## src/rtl/rptr_level_empty.sv

```systemverilog
// Read-side pointer and status generator for the FIFO family.
// Holds the binary read address and Gray read pointer, and produces registered
// empty, fill-level and almost-empty status from the synchronized Gray write
// pointer. The sticky underflow flag is built only when RPTR_LEVEL_UNDERFLOW_EN
// is defined; otherwise runderflow is tied low and rclr_uf is ignored.
module rptr_level_empty #(
  parameter int unsigned ADDRSIZE = 4
) (
  input  logic                rclk,
  input  logic                rrst,
  input  logic                rinc,
  input  logic [ADDRSIZE:0]   rq2_wptr,
  input  logic [ADDRSIZE:0]   rae_thresh,
  input  logic                rclr_uf,
  output logic [ADDRSIZE-1:0] raddr,
  output logic [ADDRSIZE:0]   rptr,
  output logic                rempty,
  output logic                ralmost_empty,
  output logic [ADDRSIZE:0]   rlevel,
  output logic                runderflow
);

  logic [ADDRSIZE:0] rbin_q, rbin_d;
  logic [ADDRSIZE:0] rptr_q, rptr_d;
  logic [ADDRSIZE:0] rlevel_q, rlevel_d;
  logic              rempty_q, rempty_d;
  logic              rae_q, rae_d;
  logic [ADDRSIZE:0] wbin;
  logic              rd_en;

  // A read only advances the pointer when the FIFO is not empty.
  assign rd_en = rinc & ~rempty_q;

  // Gray-to-binary conversion of the synchronized write pointer (prefix XOR from MSB).
  always_comb begin
    wbin           = '0;
    wbin[ADDRSIZE] = rq2_wptr[ADDRSIZE];
    for (int i = int'(ADDRSIZE) - 1; i >= 0; i--) begin
      wbin[i] = wbin[i+1] ^ rq2_wptr[i];
    end
  end

  // Next-state pointer and status computation.
  always_comb begin
    rbin_d   = rbin_q + {{ADDRSIZE{1'b0}}, rd_en};
    rptr_d   = (rbin_d >> 1) ^ rbin_d;
    rempty_d = (rptr_d == rq2_wptr);
    // Modular difference stays correct across pointer wrap.
    rlevel_d = wbin - rbin_d;
    rae_d    = (rlevel_d <= rae_thresh);
  end

  // Pointer and status registers with synchronous reset.
  always_ff @(posedge rclk) begin
    if (rrst) begin
      rbin_q   <= '0;
      rptr_q   <= '0;
      rempty_q <= 1'b1;
      rlevel_q <= '0;
      rae_q    <= 1'b1;
    end else begin
      rbin_q   <= rbin_d;
      rptr_q   <= rptr_d;
      rempty_q <= rempty_d;
      rlevel_q <= rlevel_d;
      rae_q    <= rae_d;
    end
  end

`ifdef RPTR_LEVEL_UNDERFLOW_EN
  logic uf_q;

  // Sticky underflow: a read attempt while empty sets it; set beats clear.
  always_ff @(posedge rclk) begin
    if (rrst) begin
      uf_q <= 1'b0;
    end else if (rinc && rempty_q) begin
      uf_q <= 1'b1;
    end else if (rclr_uf) begin
      uf_q <= 1'b0;
    end
  end

  assign runderflow = uf_q;
`else
  logic unused_rclr_uf;
  assign unused_rclr_uf = rclr_uf;
  assign runderflow     = 1'b0;
`endif

  assign raddr         = rbin_q[ADDRSIZE-1:0];
  assign rptr          = rptr_q;
  assign rempty        = rempty_q;
  assign rlevel        = rlevel_q;
  assign ralmost_empty = rae_q;

endmodule

```

## config.mk

```make
export PLATFORM = sky130hd
export DESIGN_NAME = rptr_level_empty
export DESIGN_NICKNAME = d
export VERILOG_FILES = /design/src/rtl/rptr_level_empty.sv
export SDC_FILE = /design/constraint.sdc
export NUM_CORES = 1
export LEC_CHECK = 0
export CAP_MARGIN = 40
export CORE_MARGIN = 1
export CORE_UTILIZATION = 34
export CTS_BUF_LIST = sky130_fd_sc_hd__clkbuf_4 sky130_fd_sc_hd__clkbuf_8 sky130_fd_sc_hd__clkbuf_16
export DETAILED_ROUTE_END_ITERATION = 6
export GPL_TIMING_DRIVEN = 0
export SLEW_MARGIN = 20
export SYNTH_ARGS = -nofsm -noshare
export SYNTH_HDL_FRONTEND = slang
export SYNTH_SLANG_ARGS = --single-unit
export TNS_END_PERCENT = 5
```

## constraint.sdc

```tcl
create_clock -name rclk -period 4.1 [get_ports rclk]
set_clock_uncertainty 0.2 [all_clocks]
set_input_delay 0.615 -clock rclk [delete_from_list [all_inputs] [get_ports rclk]]
set_output_delay 0.615 -clock rclk [all_outputs]
set_load 0.01 [all_outputs]
```

Word-level counts from Yosys, hierarchy flattened

Index checks and enable logic that the tools add are counted.

$add $sub $neg: 2
$mul: 0
Divide/modulo/power cells: 0
$lt $le $gt $ge: 1
Equal/unequal tests: 1
Shift-type cells: 0
Muxes and demuxes: 0
Bitwise operators: 7
Reductions and logical operators: 0

Operators with widths:

| cell                                   | number |
|---|---|
| 5-bit by 1-bit adder with 5-bit output | 1 |
| 5-bit == test                          | 1 |
| 5-bit <= comparator                    | 1 |
| 5-bit subtractor                       | 1 |
| 4-bit by 5-bit XOR with 5-bit output   | 1 |
| 1-bit XOR                              | 4 |
| 1-bit AND                              | 1 |
| 1-bit NOT                              | 1 |

Register bits after elaboration: 17
Latch bits: 0
RAM bits: 0
Bits in read-only memories: 0
Output and inout port bits: 17
Logic and storage cells: 16
Memories kept: 0

Depth between registers and ports, before layout

Gate-level depths: netlist (run 1).

Depth in word-level cells: 6
Depth in mapped cells: 14
Mapped depth without buffers: 14

Worst setup path after synthesis (run 1)

Ideal clock, no wire load.

Kind: input port to flip-flop
Start: in rq2_wptr[4]
End: reg rae_q (netlist: ralmost_empty)
Setup time: 0.074 ns
Data arrival time: 3.103 ns
Path slack: 0.723 ns
Stages on the path: 13
Path buffers: 0
Path through: xor2_1 -> xnor2_1 -> xor2_1 -> xor2_1 -> ha_1 -> fa_1 -> inv_1 -> ha_1 -> nor2b_1 -> o21a_1 -> o21a_1 -> o21a_1 -> o21ai_0

Word-level cells in the longest chain between the ends: 6

Ends and longest elaborated chain:

| item                        | RTL line | RTL |
|---|---|---|
| start: declaration          | 12       | `input logic [ADDRSIZE:0] rq2_wptr,` |
| 1-bit XOR (*) (3 in series) | 39       | `wbin[i] = wbin[i+1] ^ rq2_wptr[i];` |
| 1-bit XOR                   | 39       |  |
| 5-bit subtractor (*)        | 49       | `rlevel_d = wbin - rbin_d;` |
| via rlevel_d[1]             | 25       | `logic [ADDRSIZE:0] rlevel_q, rlevel_d;` |
| 5-bit <= comparator (*)     | 50       | `rae_d = (rlevel_d <= rae_thresh);` |
| end signal: assignment      | 66       | `rae_q <= rae_d;` |
| end: declaration            | 27       | `logic rae_q, rae_d;` |

The timed path passes the listed nets; every way through them passes the cells marked *.
A chain may end at the register's enable or synchronous reset.

Worst setup path after layout (run 1)

Start: in rq2_wptr[3]
End: reg rae_q (netlist: ralmost_empty)

Word-level cells in the longest chain between the ends: 6

Ends and longest elaborated chain:

| item                    | RTL line |
|---|---|
| 1-bit XOR (*)           | 39 |
| 1-bit XOR (3 in series) | 39 |
| 5-bit subtractor (*)    | 49 |
| via rlevel_d[4]         | 25 |
| 5-bit <= comparator (*) | 50 |

Marks and branches as above.

==> results.json, run 1 <==
{
  "crit_chain": "clkdlybuf4s50_1, xor2_1, xnor2_1, xor2_1, xor2_1, ha_1, fa_1, inv_1, a21o_1, a21oi_1, xnor2_1, ha_1, and3_1, a31oi_1, o21ai_0",
  "hold_viol_final": 0,
  "fin_crit_sh_pct": 93.0,
  "initial_utilization_pct": 37.1,
  "crit_path_max_fanout": 3,
  "numClockSinks": 16,
  "rsz0062_at_grt": "no",
  "first_pass_iters": 4,
  "crit_family": "XOR/XNOR gates",
  "p_leak_nw": 0.569,
  "worst_setup_path_end_kind": "flip-flop",
  "crit_arrival_ps": 3790,
  "setup_viol": 0,
  "grt_max_degree": 11,
  "yosysTopAreaCellShare_pct": 34.0,
  "fp.dieH_um": 54.7,
  "grt_pass1_vias": 679,
  "diodes": 0,
  "nets": 158,
  "path_clk_slew_ps": 90,
  "r2r_start": "rempty$_SDFF_PP1_",
  "met2_usage_pct": 20.3,
  "power_uw": 443,
  "netlist_instances": 99,
  "avgSynthCellArea_um2": 9.53,
  "dpl_worst_slack_ps": -40.3,
  "fin_ws_ps": 285,
  "grt_usage_pct": 14.6,
  "whs_endpoint": "rbin_q[4]$_SDFF_PP0_",
  "synth_edf_count": 0,
  "r2r_end": "ralmost_empty$_SDFF_PP1_",
  "final_common_cell": "clkdlybuf4s50_1",
  "cts_resized": 0,
  "holdPathStages": 2,
  "placed_area_um2": 1260,
  "most-common-layout-cells": "clkdlybuf4s50_1, dfxtp_1, ha_1",
  "core_region_area_um2": 2540,
  "grt_overflow_total": 0,
  "hold_buffers": 0,
  "synth_top_cell_by_area": "dfxtp_1",
  "die_w_um": 54.7,
  "port_buffers": 28,
  "drv_cap": 0,
  "antenna_left": 0,
  "die_area_um2": 2990,
  "synth-async-reset-ratio_pct": 0,
  "netlist_top_cells_area": "dfxtp_1, ha_1, xnor2_1",
  "peakVddDrop_mv": 0.192,
  "cp-start-kind": "input port",
  "cts_buffers": 3,
  "slew_viol_final": 0,
  "globalplace.congestion": 0.717,
  "critPathMaxStageDelay_ps": 500,
  "cts_setup_buffers": 0,
  "final.min_clock_period_ps": 3810,
  "cts_root_buffer": "clkbuf_4",
  "dp_hpwl_um": 1390,
  "cts_tree": "yes",
  "area_delta_synth_final_pct": 37.5,
  "drtIter0Drc": 14,
  "grt_pass1_wl_um": 3030,
  "wl_per_cell_um": 10.7,
  "yosys_warnings": 0,
  "power.density_nw_per_um2": 342,
  "syn-num-nets": 125,
  "worstRegToRegCells": 13,
  "wl_um": 1720,
  "synth_seq_cells": 16,
  "synth.distinct_cells": 29,
  "cp_slowest_cell": "clkdlybuf4s50_1",
  "grt_use_met3_pct": 5.83,
  "clockBufferDepth": 2,
  "cts_max_level": 1,
  "grtUsageMet1_pct": 19.9,
  "drive_gt1_share_pct": 6.11,
  "fmax_mhz": 262,
  "critPathMostFrequentCell": "xor2_1",
  "r2r_slack_ps": 940,
  "clock_latency_ps": 280,
  "grt_antenna_before_repair": 0,
  "ys_seq_area_share_pct": 34.0,
  "ys.flop_type": "dfxtp_1",
  "cp_num_buf_inv": 2,
  "hp-start": "rbin_q[4]$_SDFF_PP0_",
  "synth.cell_area_um2": 943,
  "path_class": "in2reg",
  "grt.busiest_layer": "met2",
  "num_vias": 733,
  "ioPinCount": 31,
  "stdcell_area_um2": 1300,
  "fp-row-count": 18,
  "status": "finished, final reports clean",
  "hold_path_class": "reg2reg",
  "drcViolationCount": 0,
  "routed_via_density": 4.55,
  "crit_required_ps": 4070
}
state kept, by name (all words and copies together), names as in the netlist:
| register | cells |
|---|---|
| ralmost_empty | 1 |
| rptr | 4 |
| rlevel | 5 |
| rempty | 1 |
| rbin_q | 5 |
cell families (layout without fill, tap and decap cells):
kind of cell,Yosys count,after routing,share of synthesized area (%)
other,1,1,0.397
AO/OA/AOI/OAI,11,11,8.09
adder cells (fa/ha/maj),12,12,16.7
flip-flops,16,16,34.0
XOR/XNOR,20,20,19.4
AND/OR/NAND/NOR,26,26,15.3
buffers and inverters,12,44,5.17
multiplexers,1,1,1.06
report_power, final:
| part | internal [mW] | leakage [nW] | switching (mW) |
|---|---|---|---|
| Clock | 0.0541 | 0.0210 | 0.0506 |
| Sequential | 0.171 | 0.131 | 0.00481 |
| Combinational | 0.0916 | 0.417 | 0.0713 |
Yosys cell counts, drive strengths merged, types with 2 or more instances:
| library cell | count |
|---|---|
| xor2 | 10 |
| xnor2 | 10 |
| and3 | 2 |
| nand2 | 2 |
| inv | 10 |
| dfxtp | 16 |
| nor2 | 10 |
| a21o | 2 |
| o21a | 3 |
| ha | 11 |
| nor2b | 6 |
| a21oi | 2 |
worst max-delay path by stage:
stage / startpoint / to / slack [ps] / depth (start not counted)
global route: rq2_wptr[3] / ralmost_empty$_SDFF_PP1_ / 20 / 15
CTS: rq2_wptr[3] / ralmost_empty$_SDFF_PP1_ / 260 / 15
global placement: rq2_wptr[3] / ralmost_empty$_SDFF_PP1_ / -9 / 15
finish: rq2_wptr[3] / ralmost_empty$_SDFF_PP1_ / 290 / 15
floorplan: rq2_wptr[4] / ralmost_empty$_SDFF_PP1_ / 720 / 13
detailed placement: rq2_wptr[3] / ralmost_empty$_SDFF_PP1_ / -40 / 15
layout make-up:
cell class | count | area, um2
tap | 30 | 37.5
inverter | 10 | 37.5
timing repair buffer | 28 | 280
sequential | 16 | 320
fill | 259 | 1250
clock buffer | 4 | 36.3
multi-input combinational | 71 | 574
buffer | 2 | 11.3
tightest hold or removal path: cells and delay by family, from the launching register on:
kind | cells | cell delay [ps]
xor+xnor | 1 | 110
flops | 1 | 390
simple gates | 1 | 80
through the flow:
stage          TNS (ps)  utilization [%]  hold WS [ps]  cells
2_1_floorplan         0                -           414     99
6_report              0             51.0           414    161
3_3_place_gp      -9.40             49.6           387    157
4_1_cts               0             51.0           420    161
5_1_grt               0             51.0           483    161
3_5_place_dp      -40.3             49.6           395    157
per-layer routing:
layer	vias to the layer above	part of all wire [%]
li1	384	-
met1	327	50
met2	20	44
met3	2	4.9
met4	0	1.1
met5	-	0
(Power assumes the default switching activity.)
==> run 2: changes to the inputs <==
- ABC_CLOCK_PERIOD_IN_PS: unset -> 4100
- GPL_ROUTABILITY_DRIVEN: unset -> 0
==> results of run 2 <==
The final DEF is identical to that of run 1; final timing and power are the same.
==> run 3: changes to the inputs <==
- SETUP_SLACK_MARGIN: unset -> 0.15
==> run 3 against run 2 <==
Total power up 1.3%. Worst hold slack about the same. Non-clock buffer count rose by 1. Flip-flop and latch count stayed put. Design area is 1.2% higher. Sequential power about the same. Critical path depth unchanged. Global-route usage unchanged. Register-to-register slack barely moved. Combinational power increased by 3%. Largest cell class unchanged. Highest routed layer unchanged.
==> results.json, run 3 (synthesized netlist as in run 1, its figures left out) <==
{
  "status": "finished, final reports clean",
  "drcViolationCount": 0,
  "ff_latch_area_um2": 320,
  "fin_tns_setup_ps": 0,
  "fin_crit_sh_pct": 89.6,
  "crit_path_max_fanout": 2,
  "antenna_left": 0,
  "power_uw": 449,
  "nets": 159,
  "dp_cells": 157,
  "hp-start": "rbin_q[4]$_SDFF_PP0_",
  "num_vias": 735,
  "critPathMaxStageDelay_ps": 500,
  "pwr-share-seq_pct": 39.1,
  "rsz0062_at_grt": "no",
  "swShare_pct": 28.8,
  "cp-start-kind": "input port",
  "power.share.clock_pct": 23.5,
  "power.density_nw_per_um2": 342,
  "final.min_clock_period_ps": 3670,
  "area_delta_synth_final_pct": 39.1,
  "grt_antenna_before_repair": 0,
  "hold_buffers": 0,
  "crit_chain": "clkdlybuf4s50_1, xor2_1, xnor2_1, xor2_2, xor2_1, ha_1, fa_1, inv_1, a21o_1, a21oi_1, xnor2_1, ha_1, and3_1, a31oi_1, o21ai_0",
  "wl_per_cell_um": 10.7,
  "clockBufferDepth": 2,
  "drv_cap": 0,
  "dp_hpwl_um": 1390,
  "worst_setup_path_end_kind": "flip-flop",
  "cts_root_buffer": "clkbuf_4",
  "crit_start": "rq2_wptr[3]",
  "fp-row-count": 18,
  "cp_slowest_cell": "clkdlybuf4s50_1",
  "core_region_area_um2": 2540,
  "hold_path_class": "reg2reg",
  "grt_overflow_total": 0,
  "num-fill-cells": 258,
  "grt_pass1_vias": 679,
  "numClockSinks": 16,
  "multiInputGateArea_um2": 582,
  "hold_viol_final": 0,
  "wl_um": 1740,
  "stdcell_area_um2": 1310,
  "cts_buffers": 3,
  "setup_viol": 0,
  "initial_utilization_pct": 37.1,
  "grt_pass1_wl_um": 3030,
  "final_common_cell": "clkdlybuf4s50_1",
  "fp.dieH_um": 54.7,
  "drtIter0Drc": 12,
  "dpl_worst_slack_ps": -40.3,
  "stdcell_count": 162,
  "die_w_um": 54.7,
  "r2r_start": "rempty$_SDFF_PP1_",
  "crit_arrival_ps": 3650,
  "fmax_mhz": 272,
  "crit_required_ps": 4080,
  "internal_power_uw": 320,
  "combinationalPowerShare_pct": 37.3,
  "crit_cells": 15,
  "slew_viol_final": 0,
  "grt_max_degree": 11,
  "cp_num_buf_inv": 2,
  "fin_ws_ps": 428,
  "routed_via_density": 4.54,
  "grt_usage_pct": 14.6,
  "drive_gt1_share_pct": 7.58,
  "placed_area_um2": 1260,
  "first_pass_iters": 4,
  "port_buffers": 28,
  "path_clk_slew_ps": 90,
  "worstRegToRegCells": 13,
  "die_area_um2": 2990,
  "diodes": 0,
  "peakVddDrop_mv": 0.197,
  "cts_max_level": 1,
  "cts_tree": "yes",
  "holdPathStages": 2,
  "path_class": "in2reg",
  "holdWs_ps": 414,
  "crit_family": "XOR/XNOR gates",
  "utilization_pct": 51.6,
  "most-common-layout-cells": "clkdlybuf4s50_1, dfxtp_1, ha_1",
  "ioPinCount": 31,
  "clock_latency_ps": 290,
  "switchingPower_uw": 129,
  "p_leak_nw": 0.575
}
-- run 3: timing repair --
item	in CTS	in global routing
hold endpoints to repair	0	0
resized for setup	0	1
setup endpoints to repair	0	1
setup buffers	0	1
-- run 3: tightest hold or removal path, delay by kind of cell (launching register included) --
kind	cells	cell delay, ps
AND/OR/NAND/NOR	1	80
flip-flops	1	390
XOR/XNOR	1	110
-- run 3: power groups by stage --
stage	Clock (mW)	Combinational, mW	Sequential (mW)
6_report	0.106	0.168	0.176
3_5_place_dp	0	0.165	0.180
3_3_place_gp	0	0.164	0.179
4_1_cts	0.110	0.166	0.176
5_1_grt	0.118	0.190	0.178
2_1_floorplan	0	0.0951	0.188
-- run 3: final cells by class --
cell class                      instances  share of cell area, %
Inverter                               10                   2.86
Multi-Input combinational cell         71                   44.3
Sequential cell                        16                   24.4
Buffer                                  2                  0.858
Timing Repair Buffer                   29                   21.9
Tap cell                               30                   2.86
Clock buffer                            4                   2.76
-- run 3: final timing paths --
| path | to | slack [ps] |
|---|---|---|
| setup / recovery | ralmost_empty$_SDFF_PP1_ | 430 |
| hold / removal | rbin_q[4]$_SDFF_PP0_ | 410 |
| setup reg to reg | ralmost_empty$_SDFF_PP1_ | 950 |
| hold reg to reg | rbin_q[4]$_SDFF_PP0_ | 410 |
-- run 3: routing by layer --
metal	global-route usage [%]	share of wire (%)
met1	19.9	49
met2	20.3	45
met3	5.83	5.0
met4	5.13	1.1
met5	0	0
